===== src/rtl/posit_decode_seq.sv =====
// -----------------------------------------------------------------------------
// posit_decode_seq
//   Multi-cycle posit field decoder. One N-bit posit is accepted per start and
//   its regime run is scanned serially. The decoder returns the sign, zero and
//   NaR flags, a signed combined scale (k*2^ES + e) and an MSB-aligned
//   fraction with the hidden bit removed.
//
// Ports
//   clk_i    in   1        clock, rising edge
//   rst_i    in   1        asynchronous active-high reset
//   start_i  in   1        request, sampled only while busy_o = 0
//   in_i     in   N        posit operand, sampled on the accepting edge
//   busy_o   out  1        high from the accepting edge until done_o rises
//   done_o   out  1        one-cycle pulse, results valid from this cycle
//   sign_o   out  1        sign bit of the accepted operand
//   zero_o   out  1        operand was zero
//   inf_o    out  1        operand was NaR (1 followed by zeros)
//   scale_o  out  ES+BS+1  two's complement k*2^ES + e
//   frac_o   out  N-ES     fraction, MSB-aligned, zero-padded
//
// Build option
//   POSIT_DEC_FAST_SCAN_EN : scan two regime bits per edge. Output values are
//   unchanged; only the scan latency shrinks.
//
// States
//   S_IDLE | waiting for start
//   S_SCAN | counting the regime run
//   S_SPEC | zero / NaR operand, results written on the exit edge
//   S_DONE | scan finished, results written on the exit edge
// -----------------------------------------------------------------------------
module posit_decode_seq #(
  parameter int N  = 16,
  parameter int ES = 2,
  parameter int BS = $clog2(N)
) (
  input  logic             clk_i,
  input  logic             rst_i,
  input  logic             start_i,
  input  logic [N-1:0]     in_i,
  output logic             busy_o,
  output logic             done_o,
  output logic             sign_o,
  output logic             zero_o,
  output logic             inf_o,
  output logic [ES+BS:0]   scale_o,
  output logic [N-ES-1:0]  frac_o
);

  typedef enum logic [1:0] {
    S_IDLE = 2'd0,
    S_SCAN = 2'd1,
    S_SPEC = 2'd2,
    S_DONE = 2'd3
  } state_t;

  localparam logic [N-1:0]  ONE_N = {{(N-1){1'b0}}, 1'b1};
  localparam logic [N-1:0]  NAR_N = {1'b1, {(N-1){1'b0}}};
  localparam logic [BS-1:0] R_ONE = {{(BS-1){1'b0}}, 1'b1};
  localparam logic [BS-1:0] R_MAX = BS'(N-1);
  localparam logic [BS:0]   K_ONE = {{BS{1'b0}}, 1'b1};
  localparam logic [BS:0]   K_ZRO = '0;

  state_t state_q, state_d;

  // Bits following the sign, MSB-aligned; consumed bits shift out the top.
  logic [N-2:0]    sh_q, sh_d;
  logic [BS-1:0]   r_q, r_d;
  logic            rc_q, rc_d;
  logic            sgn_q, sgn_d;
  logic            isz_q, isz_d;

  logic            done_q, done_d;
  logic            sign_q, sign_d;
  logic            zero_q, zero_d;
  logic            inf_q, inf_d;
  logic [ES+BS:0]  scale_q, scale_d;
  logic [N-ES-1:0] frac_q, frac_d;

  logic [N-1:0]    mag;
  logic [BS:0]     k_w;

`ifdef POSIT_DEC_FAST_SCAN_EN
  logic [N-2:0]    sh_t;
  logic [BS-1:0]   r_t;
  logic            fin_t;
`endif

  always_ff @(posedge clk_i or posedge rst_i) begin
    if (rst_i) begin
      state_q <= S_IDLE;
      sh_q    <= '0;
      r_q     <= '0;
      rc_q    <= 1'b0;
      sgn_q   <= 1'b0;
      isz_q   <= 1'b0;
      done_q  <= 1'b0;
      sign_q  <= 1'b0;
      zero_q  <= 1'b0;
      inf_q   <= 1'b0;
      scale_q <= '0;
      frac_q  <= '0;
    end else begin
      state_q <= state_d;
      sh_q    <= sh_d;
      r_q     <= r_d;
      rc_q    <= rc_d;
      sgn_q   <= sgn_d;
      isz_q   <= isz_d;
      done_q  <= done_d;
      sign_q  <= sign_d;
      zero_q  <= zero_d;
      inf_q   <= inf_d;
      scale_q <= scale_d;
      frac_q  <= frac_d;
    end
  end

  // Negative operands are decoded from their two's complement magnitude.
  assign mag = in_i[N-1] ? (~in_i + ONE_N) : in_i;

  // k = r-1 for a run of ones, -r for a run of zeros.
  assign k_w = rc_q ? ({1'b0, r_q} - K_ONE) : (K_ZRO - {1'b0, r_q});

  always_comb begin
    state_d = state_q;
    sh_d    = sh_q;
    r_d     = r_q;
    rc_d    = rc_q;
    sgn_d   = sgn_q;
    isz_d   = isz_q;
    done_d  = 1'b0;
    sign_d  = sign_q;
    zero_d  = zero_q;
    inf_d   = inf_q;
    scale_d = scale_q;
    frac_d  = frac_q;
`ifdef POSIT_DEC_FAST_SCAN_EN
    sh_t    = sh_q;
    r_t     = r_q;
    fin_t   = 1'b0;
`endif

    unique case (state_q)
      S_IDLE: begin
        if (start_i) begin
          sgn_d = in_i[N-1];
          isz_d = (in_i == '0);
          sh_d  = mag[N-2:0];
          rc_d  = mag[N-2];
          r_d   = '0;
          if ((in_i == '0) || (in_i == NAR_N)) begin
            state_d = S_SPEC;
          end else begin
            state_d = S_SCAN;
          end
        end
      end

      S_SCAN: begin
`ifdef POSIT_DEC_FAST_SCAN_EN
        // Two slots per edge; either slot may hold the terminator.
        for (int s = 0; s < 2; s++) begin
          if (!fin_t) begin
            if (r_t == R_MAX) begin
              fin_t = 1'b1;
            end else if (sh_t[N-2] == rc_q) begin
              r_t  = r_t + R_ONE;
              sh_t = sh_t << 1;
              if (r_t == R_MAX) fin_t = 1'b1;
            end else begin
              sh_t  = sh_t << 1;
              fin_t = 1'b1;
            end
          end
        end
        sh_d = sh_t;
        r_d  = r_t;
        if (fin_t) state_d = S_DONE;
`else
        // The top bit always belongs to the run; look one bit ahead so the
        // terminator is consumed on the same edge as the last run bit.
        r_d = r_q + R_ONE;
        if ((r_q + R_ONE) == R_MAX) begin
          sh_d    = sh_q << 1;
          state_d = S_DONE;
        end else if (sh_q[N-3] != rc_q) begin
          sh_d    = sh_q << 2;
          state_d = S_DONE;
        end else begin
          sh_d    = sh_q << 1;
        end
`endif
      end

      S_SPEC: begin
        done_d  = 1'b1;
        sign_d  = sgn_q;
        zero_d  = isz_q;
        inf_d   = ~isz_q;
        scale_d = '0;
        frac_d  = '0;
        state_d = S_IDLE;
      end

      S_DONE: begin
        // Exponent bits beyond the LSB were shifted in as zeros.
        done_d  = 1'b1;
        sign_d  = sgn_q;
        zero_d  = 1'b0;
        inf_d   = 1'b0;
        scale_d = {k_w, sh_q[N-2 -: ES]};
        frac_d  = {sh_q[N-2-ES:0], 1'b0};
        state_d = S_IDLE;
      end

      default: state_d = S_IDLE;
    endcase
  end

  assign busy_o  = (state_q != S_IDLE);
  assign done_o  = done_q;
  assign sign_o  = sign_q;
  assign zero_o  = zero_q;
  assign inf_o   = inf_q;
  assign scale_o = scale_q;
  assign frac_o  = frac_q;

endmodule

===== config.mk =====
export PLATFORM = sky130hd
export DESIGN_NAME = posit_decode_seq
export DESIGN_NICKNAME = d
export VERILOG_FILES = /design/src/rtl/posit_decode_seq.sv
export SDC_FILE = /design/constraint.sdc
export NUM_CORES = 1
export LEC_CHECK = 0
export BUFFER_PORTS_ARGS = -buffer_cell sky130_fd_sc_hd__buf_2
export CORE_MARGIN = 1.5
export CORE_UTILIZATION = 50
export DETAILED_ROUTE_END_ITERATION = 8
export GPL_TIMING_DRIVEN = 0
export PLACE_DENSITY = 0.72
export REMOVE_ABC_BUFFERS = 1
export SYNTH_ARGS = -nofsm -noshare
export SYNTH_HDL_FRONTEND = slang
export SYNTH_SLANG_ARGS = --single-unit

===== constraint.sdc =====
create_clock -name clk_i -period 1.9 [get_ports clk_i]
set_input_delay 0.095 -clock clk_i [delete_from_list [all_inputs] [get_ports clk_i]]
set_output_delay 0.095 -clock clk_i [all_outputs]
set_load 0.01 [all_outputs]

## Word level (Yosys, flattened, before mapping)

Index checks and enable logic that the tools add are counted.

| word-level totals | value |
|---|---|
| bits in registers | 49 |
| word-level logic and storage cells | 54 |

| cells by class | value |
|---|---|
| add/subtract/negate cells | 4 |
| equality and inequality tests | 8 |
| muxes and demuxes | 18 |
| bitwise gates (word level) | 2 |
| reductions and logical operators | 10 |

Operator list:

| kind | number |
|---|---|
| $mux W15 | 4 |
| $pmux W15 S2 | 1 |
| $pmux W14 S2 | 1 |
| $eq A16 B16 Y1 const B | 1 |
| $logic_not A16 Y1 | 1 |
| $add A15 B1 Y15 const B | 1 |
| $not A15 Y15 | 1 |
| $pmux W7 S2 | 1 |
| $mux W2 | 4 |
| $pmux W4 S2 | 1 |
| $pmux W2 S3 | 1 |
| $reduce_and A2 Y1 | 3 |
| $reduce_bool A2 Y1 | 3 |
| $mux W5 | 1 |
| $sub A1 B4 Y5 const A | 1 |
| $sub A4 B1 Y5 const B | 1 |
| $add A4 B1 Y4 const B | 1 |
| $eq A2 B2 Y1 const B | 2 |
| $eq A4 B4 Y1 const B | 1 |
| $mux W4 | 1 |
| $pmux W1 S2 | 2 |
| $ne A3 B3 Y1 const B | 1 |
| $eq A2 B1 Y1 const B | 1 |
| $logic_not A2 Y1 | 1 |
| 6 further kinds | 6 |

## Depth between registers and ports, before layout

| depth | value |
|---|---|
| depth in word-level cells | 5 |
| mapped depth | 8 |

## Worst setup path after synthesis

Ideal clock, no wire load.

| timing path | value |
|---|---|
| path kind | reg-to-reg |
| start point | reg r_q[0] |
| end point | reg sh_q[13] |
| arrival | 1.792 ns |
| data required time | 1.796 ns |
| setup slack | 0.004 ns |
| cell stages (with the launch flop) | 9 |
| buffers on the path | 1 |
| cell sequence | dfrtp_1 -> inv_1 -> ha_1 -> nand4b_1 -> nor2_1 -> a311o_1 -> buf_4 -> mux2i_1 -> a221oi_1 |

| between the ends | value |
|---|---|
| longest elaborated chain between the ends | 4 |

Ends and longest elaborated chain:

| element | RTL line | RTL |
|---|---|---|
| start, declared | 67 | `logic [BS-1:0] r_q, r_d;` |
| start signal, assigned | 105 | `r_q <= r_d;` |
| $add A4 B1 Y4 | 183 | `if ((r_q + R_ONE) == R_MAX) begin` |
| $eq A4 B4 Y1 | 183 |  |
| $mux W15 | 183 |  |
| $pmux W15 S2 | 143 | `unique case (state_q)` |
| end signal, assigned | 91 | `sh_q <= '0;` |
| end signal, assigned | 104 | `sh_q <= sh_d;` |
| end, declared | 66 | `logic [N-2:0] sh_q, sh_d;` |

No other way between the ends.
A chain may end at the register's enable or synchronous reset.

## Worst setup path after layout

| timing path | value |
|---|---|
| start point | reg r_q[0] |
| end point | reg sh_q[6] |

Same word-level chain as after synthesis.

==> results by group <==
Status
  • Status: finished with violations
  • Failing checks: negative setup slack

Job
  • Maxcap violations: 0

Place
  • Number of port buffers: 43
  • Post-place setup slack: -0.838 ns
  • DP Area: 2870 um^2
  • Final estimated routing congestion in global placement: 0.859
  • Detail Placement HPWL: 3790 um

Timing
  • RSZ-0062 raised after global routing: yes
  • Final Max Slew Viols: 0
  • Fmax: 517 MHz
  • Final Hold Viols: 0
  • Worst relative slew slack: 0.586
  • Final period util: 1.02
  • Final WS setup: -0.0331 ns
  • Minimum clock period: 1.93 ns
  • Final Skew: 0.00373 ns
  • Worst-Margin Slew: 0.616 ns
  • Setup TNS: -0.0561 ns
  • Finish-stage setup viols: 4

Worst setup path
  • Worst EP required: 2.07 ns
  • Critical-path maximum fanout: 7
  • Kind of critical path: reg2reg
  • CP Launch Type: flop
  • Worst Setup End Kind: flop
  • CP arrival: 2.11 ns

Detailed routing
  • Vias post-DR: 2,150
  • Met3 wire len: 350 um
  • Post-DR vias/cell: 5.44
  • WL met1: 2590 um
  • WL met2: 2640 um
  • Highest metal used: met4
  • WL/cell: 14.3 um
  • Residual DRC: 0
  • Detailed Routing Iterations Pass 1: 4
  • Initial DRC count: 195
  • Final wirelength: 5660 um
  • Post-DRT Antenna Nets: 0

CTS
  • Worst-path clk slew: 0.09 ns
  • Clk Latency, worst-skew pair: 0.31 ns
  • CTS H-tree lvls: 2
  • Cts bufs inserted: 5
  • TritonCTS clock tree: built
  • Clk buf depth: 2
  • Root Driver: clkbuf_8
  • CTS Sinks: 48

Cells and area
  • Commonest non-fill, non-tap cell in the layout: dfrtp_1
  • Nets: 348
  • Final design utilization: 0.618
  • Final instance area: 3140 um^2
  • Layout cells sized above 1: 0.277
  • Most frequent cells in the layout: dfrtp_1 (44), buf_2 (43), o21ai_0 (32)
  • Area growth, synth to finish: 19.8%
  • Inserted Diodes: 0

Die
  • Core area: 5070 um^2
  • IO Pins: 45
  • Die area: 5680 um^2
  • Starting Density: 0.516
  • # rows: 26
  • Die H: 75.4 um
  • Die Width: 75.4 um

GRT
  • Pin count of the biggest net entering global routing: 49
  • Number of global-route vias before repair: 1,942
  • GR Util All Layers: 0.212
  • Initial antenna violation count: 0
  • First-pass GRT wire length: 9110 um
  • GR Overflow Total: 0

Synth
  • Syn Std Cell Area: 2620 um^2
  • Yosys warnings: 0
  • Mapped Cells: 285
  • Library cells used by synthesis: 42
  • Synth area leaders: dfrtp_1 (46%), o21ai_0 (6.5%), mux2i_1 (4.6%), inv_1 (3.9%), nand3_1 (3.8%)
  • Synth Flop Type: dfrtp_1
  • FFs w/ async S/R, synth: 1.00
  • Seq/Total Area, Yosys: 0.459
  • Yosys top cell by area: dfrtp_1
  • Syn Area/Cell: 9.18 um^2
  • FF+latch count, synth: 48
  • Post-synth EDFFs: 0
  • Share of the synthesized area in the top cell type: 0.459

Power and ir drop
  • Static leakage: 1.41 nW
  • Power Density: 1640 nW/um^2
  • VDD IR-drop max: 0.767 mV

Hold path
  • Hold crit path type: in2reg
flip-flops by register name, summed over array words and instances, names as in the netlist, 2 cells and up:
register	count
state_q	2
frac_o	13
sh_q	15
r_q	4
scale_o	7
layer usage:
metal / global-route usage / vias to the layer above
li1: - / 1069
met1: 0.292 / 1010
met2: 0.325 / 63
met3: 0.0516 / 8
met4: 0.0853 / 0
met5: 0 / -
critical path, cell delays in order (launching register included):
cell      delay [ns]
dfrtp_2         0.46
inv_4           0.06
ha_4            0.16
nand4b_1        0.12
nor2_2          0.06
a311o_2         0.47
buf_12          0.18
mux2i_1         0.15
o221ai_1        0.14
synth_stat cells (all sizes together), types with 5 or more instances:
cell type / count
dfrtp: 48
xor2: 10
ha: 5
buf: 5
clkbuf: 14
a21oi: 6
o21ai: 35
xnor2: 9
nor2: 20
nand2: 21
o22ai: 6
inv: 27
nand3: 20
mux2i: 12
cell families (layout without fill, tap and decap cells):
group,count (synthesis),after routing,share of synthesized area
AOI/OAI and AO/OA,72,72,0.175
xor gates and xnor gates,19,19,0.0636
adders and majority gates,5,5,0.0239
buffers and inverters,46,86,0.0698
DFF,48,48,0.459
muxes,16,16,0.0631
other,1,1,0.00143
and+or+nand+nor,78,78,0.144
final timing paths:
check / slack [ns] / to / depth (start not counted) / startpoint
setup / recovery: -0.03 / sh_q[6]$_DFFE_PP0P_ / 8 / r_q[0]$_DFFE_PP0P_
hold / removal: 0.06 / state_q[0]$_DFFE_PP0P_ / 3 / start_i
setup reg to reg: -0.03 / sh_q[6]$_DFFE_PP0P_ / 8 / r_q[0]$_DFFE_PP0P_
hold reg to reg: 0.50 / sgn_q$_DFFE_PP0P_ / 2 / sgn_q$_DFFE_PP0P_
max in group asynchronous: 1.01 / state_q[0]$_DFFE_PP0P_ / 4 / rst_i
min in group asynchronous: 0.38 / scale_o[2]$_DFFE_PP0P_ / 3 / rst_i
power breakdown:
part | leakage (nW) | internal, mW | total, mW | switching, mW
Sequential | 0.604 | 1.47 | 2.03 | 0.566
Combinational | 0.764 | 1.21 | 2.50 | 1.29
Clock | 0.0404 | 0.261 | 0.627 | 0.366
cell type report:
type,instances,area [um^2]
Sequential cell,48,1210
Timing Repair Buffer,51,310
Tap cell,70,87.6
Clock buffer,5,68.8
Multi-Input combinational cell,191,1330
Fill cell,460,1940
Clock inverter,3,23.8
Inverter,27,104
stage by stage:
step / hold WS (ns) / std cells / power [mW]
floorplan: 0.191 / 266 / 3.42
global placement: 0.379 / 379 / 4.03
detailed placement: 0.185 / 380 / 4.10
CTS: 0.0569 / 394 / 4.99
global route: 0.0899 / 395 / 5.57
finish: 0.0631 / 395 / 5.16
repair_timing:
action,in CTS,in global routing
pin swaps,3,6
buffers inserted,5,1
hold buffers,1,0
setup endpoints to repair,23,15
hold endpoints to repair,23,0
cloned,0,0
resized for setup,20,11
Power figures use the tool's default switching activity.
